**config.mk**
```make
export PLATFORM = sky130hd
export DESIGN_NAME = instr_sequencer
export DESIGN_NICKNAME = d
export VERILOG_FILES = /design/src/rtl/instr_sequencer_pkg.sv /design/src/rtl/instr_sequencer.sv
export SDC_FILE = /design/constraint.sdc
export NUM_CORES = 1
export LEC_CHECK = 0
export ABC_CLOCK_PERIOD_IN_PS = 1760
export CORE_UTILIZATION = 31
export DETAILED_ROUTE_END_ITERATION = 7
export GPL_ROUTABILITY_DRIVEN = 0
export GPL_TIMING_DRIVEN = 0
export SYNTH_ARGS = -nofsm -noshare
export SYNTH_HDL_FRONTEND = slang
export SYNTH_SLANG_ARGS = --single-unit
```
**constraint.sdc**
```tcl
create_clock -name clock -period 1.76 [get_ports clock]
set_input_delay 0.352 -clock clock [delete_from_list [all_inputs] [get_ports clock]]
set_output_delay 0.352 -clock clock [all_outputs]
set_load 0.01 [all_outputs]
```
**src/rtl/instr_sequencer_pkg.sv**
```systemverilog
// Shared defines for the microcode sequencer: bus drivers, states,
// opcode constants and the opcode legality helper.
package instr_sequencer_pkg;

  typedef enum logic [2:0] {
    NOP,
    IR_R1,
    IR_R2,
    IR_RD,
    RF,
    ALU,
    PC_PLUS_4
  } data_bus_t;

  typedef enum logic [3:0] {
    S_FETCH,
    S_SEL_R1,
    S_READ_R1,
    S_SEL_R2,
    S_READ_R2,
    S_IMM_R2,
    S_SEL_RD,
    S_WRITE_RD,
    S_PC_INC
  } seq_state_t;

  localparam logic [3:0] OP_ADD  = 4'h0;
  localparam logic [3:0] OP_ADDI = 4'h1;
  localparam logic [3:0] OP_SUB  = 4'h2;
  localparam logic [3:0] OP_XOR  = 4'h3;
  localparam logic [3:0] OP_NAND = 4'h4;
  localparam logic [3:0] OP_SLL  = 4'h5;
  localparam logic [3:0] OP_SRL  = 4'h6;
  localparam logic [3:0] OP_SRA  = 4'h7;
  localparam logic [3:0] OP_NOR  = 4'h8;

  function automatic logic op_legal(input logic [3:0] op);
    return op <= OP_NOR;
  endfunction

endpackage

```
**src/rtl/instr_sequencer.sv**
```systemverilog
// Microcode sequencer: owns the common bus and walks each accepted
// instruction through fetch, operand read, writeback and PC increment.
// Ports: clock/reset_n, instr_valid/instr_ready handshake, halt,
// opcode/imm_instruction from IR, bus select, load enables,
// rf_write_read, retired_count, illegal_seen.
module instr_sequencer
  import instr_sequencer_pkg::*;
(
  input  logic       clock,
  input  logic       reset_n,
  input  logic       instr_valid,
  output logic       instr_ready,
  input  logic       halt,
  input  logic [3:0] opcode,
  input  logic       imm_instruction,
  output data_bus_t  data_bus_sel,
  output logic       pc_load_en,
  output logic       ir_load_en,
  output logic       alu_src1_load_en,
  output logic       alu_src2_load_en,
  output logic       sel_field_load_en,
  output logic       rf_write_read,
  output logic [7:0] retired_count,
  output logic       illegal_seen
);

  seq_state_t state_q, state_d;
  logic [7:0] retired_q, retired_d;
  logic       illegal_q, illegal_d;

  always_ff @(posedge clock or negedge reset_n) begin
    if (!reset_n) begin
      state_q   <= S_FETCH;
      retired_q <= '0;
      illegal_q <= 1'b0;
    end else begin
      state_q   <= state_d;
      retired_q <= retired_d;
      illegal_q <= illegal_d;
    end
  end

  always_comb begin
    state_d           = state_q;
    retired_d         = retired_q;
    illegal_d         = illegal_q;
    instr_ready       = 1'b0;
    ir_load_en        = 1'b0;
    pc_load_en        = 1'b0;
    alu_src1_load_en  = 1'b0;
    alu_src2_load_en  = 1'b0;
    sel_field_load_en = 1'b0;
    rf_write_read     = 1'b0;
    data_bus_sel      = NOP;
    unique case (state_q)
      S_FETCH: begin
        // Gated by reset so nothing is taken while reset is held.
        instr_ready = reset_n && !halt;
        ir_load_en  = instr_valid && instr_ready;
        if (ir_load_en) state_d = S_SEL_R1;
      end
      S_SEL_R1: begin
        if (!op_legal(opcode)) begin
          illegal_d = 1'b1;
          state_d   = S_PC_INC;
        end else begin
          data_bus_sel      = IR_R1;
          sel_field_load_en = 1'b1;
          state_d           = S_READ_R1;
        end
      end
      S_READ_R1: begin
        data_bus_sel     = RF;
        alu_src1_load_en = 1'b1;
        state_d = imm_instruction ? S_IMM_R2 : S_SEL_R2;
      end
      S_SEL_R2: begin
        data_bus_sel      = IR_R2;
        sel_field_load_en = 1'b1;
        state_d           = S_READ_R2;
      end
      S_READ_R2: begin
        data_bus_sel     = RF;
        alu_src2_load_en = 1'b1;
        state_d          = S_SEL_RD;
      end
      S_IMM_R2: begin
        data_bus_sel     = IR_R2;
        alu_src2_load_en = 1'b1;
        state_d          = S_SEL_RD;
      end
      S_SEL_RD: begin
        data_bus_sel      = IR_RD;
        sel_field_load_en = 1'b1;
        state_d           = S_WRITE_RD;
      end
      S_WRITE_RD: begin
        data_bus_sel  = ALU;
        rf_write_read = 1'b1;
        state_d       = S_PC_INC;
      end
      S_PC_INC: begin
        data_bus_sel = PC_PLUS_4;
        pc_load_en   = 1'b1;
        retired_d    = retired_q + 8'd1;
        state_d      = S_FETCH;
      end
      default: state_d = S_FETCH;
    endcase
  end

  assign retired_count = retired_q;
  assign illegal_seen  = illegal_q;

endmodule

```
Word level (Yosys, flattened, before mapping)
Index checks and enable logic that the tools add are counted.

cells by class
  equal/unequal tests = 9
  $add $sub $neg = 1
  magnitude comparators = 1
  bitwise operators = 1
  mux-type cells = 14
  reductions and logical operators = 9

operators with widths
  operator             number
  $pmux 4 s7           1
  $pmux 3 s6           1
  $eq 4x3->1 const B   4
  $add 8x1->8 const B  1
  $eq 4x2->1 const B   2
  $mux 1               8
  $mux 4               2
  $reduce_or 2->1      4
  $eq 4x1->1 const B   1
  $eq 4x4->1 const B   1
  $le 4x4->1 const B   1
  $logic_not 4->1      1
  $mux 3               1
  $logic_and 1x1->1    2
  $ne 2x2->1 const B   1
  $pmux 1 s2           1
  $reduce_and 2->1     1
  $logic_not 1->1      1
  $not 1->1            1

storage, ports and cells
  register bits = 13
  input port bits = 9

Longest topological paths before layout
Gate-level depths: netlist of run 1.

  depth in word-level cells = 5
  mapped depth = 5

Least setup slack after synthesis of run 1
OpenSTA, ideal clock, no wires.

  kind = register -> output
  start = register state_q[1]
  end = output data_bus_sel[2]
  arrival time = 1.265 ns
  slack = 0.143 ns
  buffers on the path = 1
  stages on the path, launching flop included = 4
  cells stage by stage = dfrtp_1 > clkbuf_1 > mux2_2 > o21ai_0

between the ends
  longest elaborated chain between the ends = 3

RTL lines
  item                                      RTL line               text
  start: declaration                        instr_sequencer.sv:27  seq_state_t state_q, state_d;
  start signal: assignment                  instr_sequencer.sv:37  state_q <= state_d;
  $eq 4x3->1 or $eq 4x2->1 (tied branches)  instr_sequencer.sv:55  unique case (state_q)
  $reduce_or 2->1 (no source line)          --
  $pmux 3 s6 *                              instr_sequencer.sv:55
  end: declaration                          instr_sequencer.sv:16  output data_bus_t data_bus_sel,

Every way passes the cells marked *; elsewhere a longest branch is shown, timed or not.

Worst setup path in the final report of run 1
  start = register state_q[2]
  end = output data_bus_sel[2]

Same word-level chain as after synthesis.

==> impl_metrics.tcl, run 1 <==
set metrics [dict create \
    min_period_over_period_pct 107 \
    path_clk_slew_ps 90 \
    setup_slack_ps -124 \
    yosysTopAreaCell "dfrtp_1" \
    place_ws_ps -881 \
    grt_pass1_wl_um 3190 \
    violations "setup timing" \
    core_area_mm2 0.00221 \
    syn-num-nets 86 \
    worst_path_dominant_cell_family "flip-flops" \
    p_leak_nw 0.550 \
    synth_xor_area_share_pct 9.56 \
    p_comb_share_pct 62.5 \
    worstSetupEndpointType "output pin" \
    area_growth_pct 61.6 \
    swShare_pct 39.7 \
    io_buffers 27 \
    met3_usage_pct 2.73 \
    vias 719 \
    antennaDiodeCount 0 \
    start_kind "flip-flop" \
    dieArea_mm2 0.00256 \
    p_seq_share_pct 26.9 \
    cts_sinks 13 \
    synthMuxAreaShare_pct 1.54 \
    cp_num_buf_inv 2 \
    ys_top_cells_by_count "dfrtp_1 (13), nand2_1 (9), nor2_1 (5)" \
    drt_iter0_drc 2 \
    firstDrtPassIters 4 \
    seq_area_um2 327 \
    vias_per_cell 4.99 \
    grt_pass1_vias 751 \
    hold_violations 0 \
    wl_per_cell_um 13.3 \
    power.density_mw_per_mm2 1470 \
    die_h_um 50.6 \
    ys_top_cells_by_area "dfrtp_1 (44%), xnor2_1 (4.8%), xor2_1 (4.8%), nand2_1 (4.6%), nor4_4 (2.9%)" \
    rsz0062_at_grt "yes" \
    switchingPower_uw 691 \
    drc 0 \
    top_usage_layer "met2" \
    slew_violations 0 \
    ys_seq_elements 13 \
    synth_compound_area_share_pct 11.1 \
    status "complete, but fails checks" \
    use_met1_pct 17.5 \
    final_nets 127 \
    clock_latency_ps 270 \
    max-cap-violations 0 \
    synth_adder_area_share_pct 1.71 \
    grt_max_degree 15 \
    hold_class "in2async" \
    tightest_slew_ps 348 \
    fmax_ghz 0.531 \
    cts_buffer_depth 2 \
    gr-total-overflow 0 \
    met2_usage_pct 32.4 \
    peakVddDrop_uv 931 \
    ys_types 32 \
    relSlewSlack_pct 76.2 \
    critical_path_required_ps 1410 \
    syn_inst 76 \
    async_flop_share_pct 100 \
    drive_gt1_share_pct 32.8 \
    boundaryPins 28 \
    routed_wl_um 1920 \
    yosys.area_share.simple_pct 28.2 \
    fin_tns_setup_ps -429 \
    fillers 230 \
    postRouteAntennaNets 0 \
    fin_util_pct 53.6 \
    synth_top_family_by_area "simple AND/OR/NAND/NOR gates" \
    synth_top_area_share_pct 44.4 \
    cpPeakStageDelay_ps 430 \
    cts_max_level 1 \
    post-synth-top-count-cell "dfrtp_1" \
    internal_power_mw 1.05 \
    worst-setup-path-type "reg2out" \
    fin_worst_hold_slack_ps 64.7 \
    hpwlAfterDp_um 1290 \
    p_clk_share_pct 10.6 \
    initial_core_util_pct 33.1 \
    syn_avg_cell_area_um2 9.65 \
    cts_root_buf "clkbuf_4" \
    cp_slowest_cell "dfrtp_1" \
    yosysSeqAreaShare_pct 44.4 \
    die_x_um 50.6 \
    synth-edff-count 0 \
    numCtsBuffers 3 \
    multi_input_area_um2 439 \
    ys.flop_type "dfrtp_1" \
    rows 17 \
    tritoncts "built" \
    synth_area_um2 733 \
    min_period_ps 1880 \
    yosys_warnings 0 \
    cp_max_fo 4 \
    grtUsageTotal_pct 16.9 \
    crit_arrival_ps 1530 \
    antenna_found_initial 0 \
    crit_chain "buf_6 > xor2_4 > mux2_4 > o21ai_2 > buf_2" \
    setup_viol 7 \
    fin_skew_ps 9.17 \
]
## area by class of cell
type,instances,share of cell area [%]
flip-flops and latches,13,27.6
multi-input cells,57,37.1
repair buffers,37,26.6
clock buffers,4,2.22
well taps,28,2.96
plain buffers,4,3.06
inverters,1,0.528
## metrics by stage
stage / area, um^2 / instances / power [mW]
after floorplan: 733 / 76 / 0.939
after global placement: 1040 / 131 / 1.35
after detailed placement: 1040 / 131 / 1.37
after CTS: 1160 / 143 / 1.63
after global routing: 1180 / 144 / 1.87
final: 1180 / 144 / 1.74
## worst paths after layout
path,start,endpoint,slack (ps),cells after the start
hold / removal,reset_n,retired_count[5],60,1
setup / recovery,state_q[2],data_bus_sel[2],-120,5
hold reg to reg,retired_count[7],retired_count[7],470,1
max in group asynchronous,reset_n,state_q[1],1410,1
min in group clock,retired_count[7],retired_count[7],470,1
setup reg to reg,state_q[2],retired_count[5],90,4
## layout by cell type (no fill, tap or decap), types with 2 or more instances in the layout
master           instances
nand2_1                  9
nor3_1                   3
clkbuf_4                 5
o21ai_2                  2
nand2b_1                 3
buf_6                    4
nor2_1                   4
a21oi_1                  3
xor2_1                   3
nand3b_1                 2
buf_2                    7
clkdlybuf4s50_1         13
buf_4                    8
dlygate4sd2_1            3
dfrtp_1                 12
nand4_1                  2
xnor2_1                  4
nor3b_1                  2
## sequential cells by signal, summed over array words and instances (netlist names)
name           count
retired_count      8
state_q            4
illegal_seen       1
## layer usage
metal  vias to the layer above  wire length [um]
li1                        348                 -
met2                        25              1010
met4                         0                29
met3                         2                94
met5                         -                 0
met1                       344               789
## power by group through the flow
stage	clock (mW)	sequential, mW	combinational, mW
global route	0.207	0.481	1.19
detailed placement	0	0.466	0.899
global placement	0	0.466	0.881
finish	0.185	0.468	1.09
CTS	0.193	0.459	0.979
floorplan	0	0.461	0.477
## worst register-to-register path, delay by kind of cell, from the launching register on
kind / cells / cell delay [ps]
buffers and inverters: 1 / 180
AND/OR/NAND/NOR: 2 / 830
XOR/XNOR: 1 / 160
flip-flops: 1 / 430
## cells by family after synthesis
logic type / after synthesis
and+or+nand+nor: 35
DFF: 13
AOI/OAI and AO/OA: 12
xor gates and xnor gates: 8
buffers and inverters: 6
muxes: 1
adders and majority gates: 1
## timing repair
item / CTS / global route
pin swaps: 7 / 2
setup endpoints to repair: 10 / 11
buffers inserted: 8 / 3
cloned: 0 / 0
hold buffers: 0 / 0
resized for setup: 66 / 9
(Power assumes the default switching activity.)
==> inputs of run 2 (changes only) <==
- ABC_CLOCK_PERIOD_IN_PS: 1760 -> 2050
- clock period: 1.76 -> 2.05 ns (I/O delays scaled with it)
==> run 2 against run 1 <==
  * The run now ends clean
  * Power down 21%
  * Routed wire length fell by 5.2%
  * Combinational power is 24% lower
  * Clock power shrank 15%
  * Highest routed layer unchanged
==> impl_metrics.tcl, run 2 (same netlist as run 1, synthesis figures left out) <==
set metrics [dict create \
    wl_per_cell_um 12.7 \
    postPlaceCellArea_mm2 0.00104 \
    worstSetupEndpointType "output pin" \
    crit_path_start "state_q[1]" \
    path_clk_slew_ps 80 \
    critical_path_required_ps 1640 \
    grtUsageTotal_pct 16.2 \
    vias_per_cell 5.10 \
    grt_pass1_wl_um 3080 \
    hold_buffers 0 \
    worst-setup-path-type "reg2out" \
    cp_max_fo 6 \
    fin_worst_hold_slack_ps 119 \
    final_nets 126 \
    cts_buffer_depth 2 \
    grt_pass1_vias 728 \
    relSlewSlack_pct 76.3 \
    hpwlAfterDp_um 1290 \
    r2r_setup_slack_ps 300 \
    antenna_found_initial 0 \
    drt_iter0_drc 4 \
    slew_violations 0 \
    rows 17 \
    routed_wl_um 1820 \
    antennaDiodeCount 0 \
    cts_max_level 1 \
    power.density_mw_per_mm2 1180 \
    firstDrtPassIters 4 \
    dp.cells 131 \
    tightest_slew_ps 347 \
    vias 729 \
    io_buffers 27 \
    clock_latency_ps 270 \
    cts_sinks 13 \
    r2r_end "retired_count[7]" \
    peakVddDrop_uv 560 \
    fillers 233 \
    grt_max_degree 15 \
    crit_arrival_ps 1580 \
    drc 0 \
    boundaryPins 28 \
    p_leak_nw 0.552 \
    gr-total-overflow 0 \
    rsz0062_at_grt "no" \
    fin_util_pct 52.6 \
    dieArea_mm2 0.00256 \
    min_period_ps 1990 \
    max-cap-violations 0 \
    min_period_over_period_pct 97.2 \
    die_x_um 50.6 \
    core_area_mm2 0.00221 \
    setup_viol 0 \
    post-route-cell-area_mm2 0.00116 \
    crit_end "pc_load_en" \
    area_growth_pct 58.7 \
    drive_gt1_share_pct 24.3 \
    hold_violations 0 \
    largest_reg_flops 8 \
    fin_total_pwr_mw 1.37 \
    numCtsBuffers 3 \
    cts_root_buf "clkbuf_4" \
    hold_class "in2async" \
    fmax_ghz 0.502 \
    start_kind "flip-flop" \
    layout_common_cells "dfrtp_1 (13), clkdlybuf4s50_1 (13), nand2_1 (9), dlygate4sd2_1 (7), buf_4 (7)" \
    reg2regPathDepth 5 \
    tritoncts "built" \
    postRouteAntennaNets 0 \
    r2r-start "state_q[1]" \
    status "completed" \
    initial_core_util_pct 33.1 \
    fin_skew_ps 7.73 \
    final_cells 143 \
    die_h_um 50.6 \
]
## run 2: where the power goes
part / switching [mW] / internal, mW
clock network: 0.0821 / 0.0753
logic: 0.401 / 0.428
registers: 0.0624 / 0.324
total: 0.545 / 0.827
## run 2: worst max-delay path: stages, from the launching register on
cell	delay (ps)
dfrtp_1	430
or4b_1	530
buf_6	150
inv_2	90
buf_6	110
## run 2: layout make-up
cell class	count	area, um^2	share of cell area [%]
plain buffers	5	47.5	4.09
clock buffers	4	26.3	2.26
inverters	1	3.75	0.323
multi-input cells	57	410	35.3
flip-flops and latches	13	325	28.0
well taps	28	35.0	3.01
repair buffers	35	315	27.1
## run 2: worst min path at each step
stage / end / depth (start not counted) / start
2_1_floorplan: illegal_seen / 0 / reset_n
3_3_place_gp: retired_count[7] / 1 / retired_count[7]
3_5_place_dp: retired_count[7] / 1 / retired_count[7]
4_1_cts: retired_count[6] / 1 / reset_n
5_1_grt: retired_count[6] / 1 / reset_n
6_report: retired_count[5] / 1 / reset_n
## run 2: repair_timing
| item | 4_1_cts | 5_1_grt |
|---|---|---|
| gates cloned | 0 | 0 |
| pin swaps | 2 | 0 |
| setup buffers | 8 | 0 |
| endpoints found under the setup margin | 10 | 6 |
| resized for setup | 42 | 7 |
## run 2: metrics by stage
| step | TNS [ps] | worst slack [ps] |
|---|---|---|
| final | 0 | 56.7 |
| after global routing | 0 | 3.84 |
| after CTS | 0 | 6.51 |
| after detailed placement | -3160 | -707 |
| after global placement | -3030 | -693 |
| after floorplan | 0 | 375 |
## run 2: metal layers
| metal | share of wire (%) | global-route usage (%) | wire length (um) |
|---|---|---|---|
| met4 | 2.4 | 9.26 | 44 |
| met1 | 39 | 16.6 | 703 |
| met3 | 5.5 | 3.03 | 100 |
| met2 | 53 | 30.2 | 972 |
| met5 | 0 | 0 | 0 |
==> inputs of run 3 (changes only) <==
- SETUP_SLACK_MARGIN: default -> 0.4
==> run 3 against run 2 <==
  * Count of clock-buffer cells in the layout unchanged
  * Die area unchanged
  * Fmax is 0.65% higher
  * Critical path type unchanged
==> impl_metrics.tcl, run 3 (same netlist as run 1, synthesis figures left out) <==
set metrics [dict create \
    fin_worst_hold_slack_ps 112 \
    path_clk_slew_ps 80 \
    min_period_over_period_pct 96.6 \
    final_nets 139 \
    drc 0 \
    antennaDiodeCount 0 \
    max-cap-violations 0 \
    peakVddDrop_uv 733 \
    hold_violations 0 \
    drive_gt1_share_pct 44.5 \
    boundaryPins 28 \
    layout_commonest_cell "buf_4" \
    r2r_end "retired_count[7]" \
    r2r-start "state_q[1]" \
    p_leak_nw 0.709 \
    fin_skew_ps 12.1 \
    cpPeakStageDelay_ps 540 \
    wl_per_cell_um 12.6 \
    layout_common_cells "buf_4 (19), dfrtp_1 (13), nand2_1 (8), clkdlybuf4s50_1 (8), buf_2 (7)" \
    slew_violations 0 \
    setup_viol 0 \
    reg2regPathDepth 5 \
    vias 767 \
    crit_arrival_ps 1570 \
    path_depth 4 \
    largest_reg_flops 8 \
    status "completed" \
    power.density_mw_per_mm2 1190 \
    relSlewSlack_pct 77.1 \
    rsz0062_at_grt "yes" \
    clock_latency_ps 280 \
    fmax_ghz 0.505 \
    vias_per_cell 4.92 \
    core_area_mm2 0.00221 \
    drt_iter0_drc 6 \
    routed_wl_um 1970 \
    fillers 201 \
    worst_path_dominant_cell_family "simple AND/OR/NAND/NOR gates" \
    grtUsageTotal_pct 18.2 \
    fin_util_pct 60.6 \
    tritoncts "built" \
    tightest_slew_ps 335 \
    die_h_um 50.6 \
    firstDrtPassIters 4 \
    start_kind "flip-flop" \
    cp_slowest_cell "or4b_4" \
    worstSetupEndpointType "output pin" \
    die_x_um 50.6 \
    crit_path_start "state_q[1]" \
    initial_core_util_pct 33.1 \
    io_buffers 27 \
    grt_max_degree 15 \
    crit_chain "or4b_4 > buf_6 > o21ai_2 > buf_2" \
    postRouteAntennaNets 0 \
    hpwlAfterDp_um 1220 \
    cts_sinks 13 \
    grt_pass1_vias 785 \
    crit_end "data_bus_sel[2]" \
    cts_max_level 1 \
    cts_root_buf "clkbuf_4" \
    min_period_ps 1980 \
    dp.cells 131 \
    hold_class "in2async" \
    cp_num_buf_inv 2 \
    gr-total-overflow 0 \
    hold_buffers 0 \
    cp_max_fo 4 \
    r2r_setup_slack_ps 420 \
    dieArea_mm2 0.00256 \
    fin_total_pwr_mw 1.60 \
    rows 17 \
    cts_buffer_depth 2 \
    numCtsBuffers 3 \
    area_growth_pct 82.9 \
    critical_path_required_ps 1640 \
    grt_pass1_wl_um 3420 \
    final_cells 156 \
    fin_tns_setup_ps 0 \
    worst-setup-path-type "reg2out" \
    antenna_found_initial 0 \
]
-- run 3: layer usage --
metal / global-route usage [%] / share of wire, % / wire length (um)
met5: 0 / 0 / 0
met4: 9.72 / 2.3 / 45
met3: 3.94 / 5.5 / 109
met2: 32.9 / 52 / 1020
met1: 19.6 / 40 / 794
-- run 3: how the worst min path moves through the flow --
| stage | from | to | slack (ps) |
|---|---|---|---|
| global route | reset_n | retired_count[6] | 130 |
| CTS | reset_n | retired_count[6] | 120 |
| global placement | retired_count[7] | retired_count[7] | 460 |
| floorplan | reset_n | illegal_seen | 110 |
| detailed placement | retired_count[7] | retired_count[7] | 460 |
| finish | reset_n | retired_count[6] | 110 |
-- run 3: final cells by class --
class	count	area, um^2	area share, %
tap	28	35.0	2.61
timing repair buffer	48	407	30.3
sequential	13	325	24.3
clock buffer	4	26.3	1.96
multi-input combinational	57	482	35.9
inverter	1	6.26	0.466
buffer	5	60.1	4.48
-- run 3: per-stage QoR --
stage / area, um^2 / setup WS, ps
floorplan: 734 / 435
global placement: 1040 / -701
detailed placement: 1040 / -686
CTS: 1270 / 69.1
global route: 1340 / 9.84
finish: 1340 / 69.7
-- run 3: where the power goes --
part	switching, mW	internal, mW	leakage, nW
combinational	0.489	0.574	0.526
clock	0.0826	0.0755	0.0150
sequential	0.0590	0.324	0.168
-- run 3: repair_timing --
item                       4_1_cts  5_1_grt
buffers inserted                20        1
gates cloned                     0        0
pin swaps                        7        5
resized for setup               71       20
setup endpoints to repair       17       17
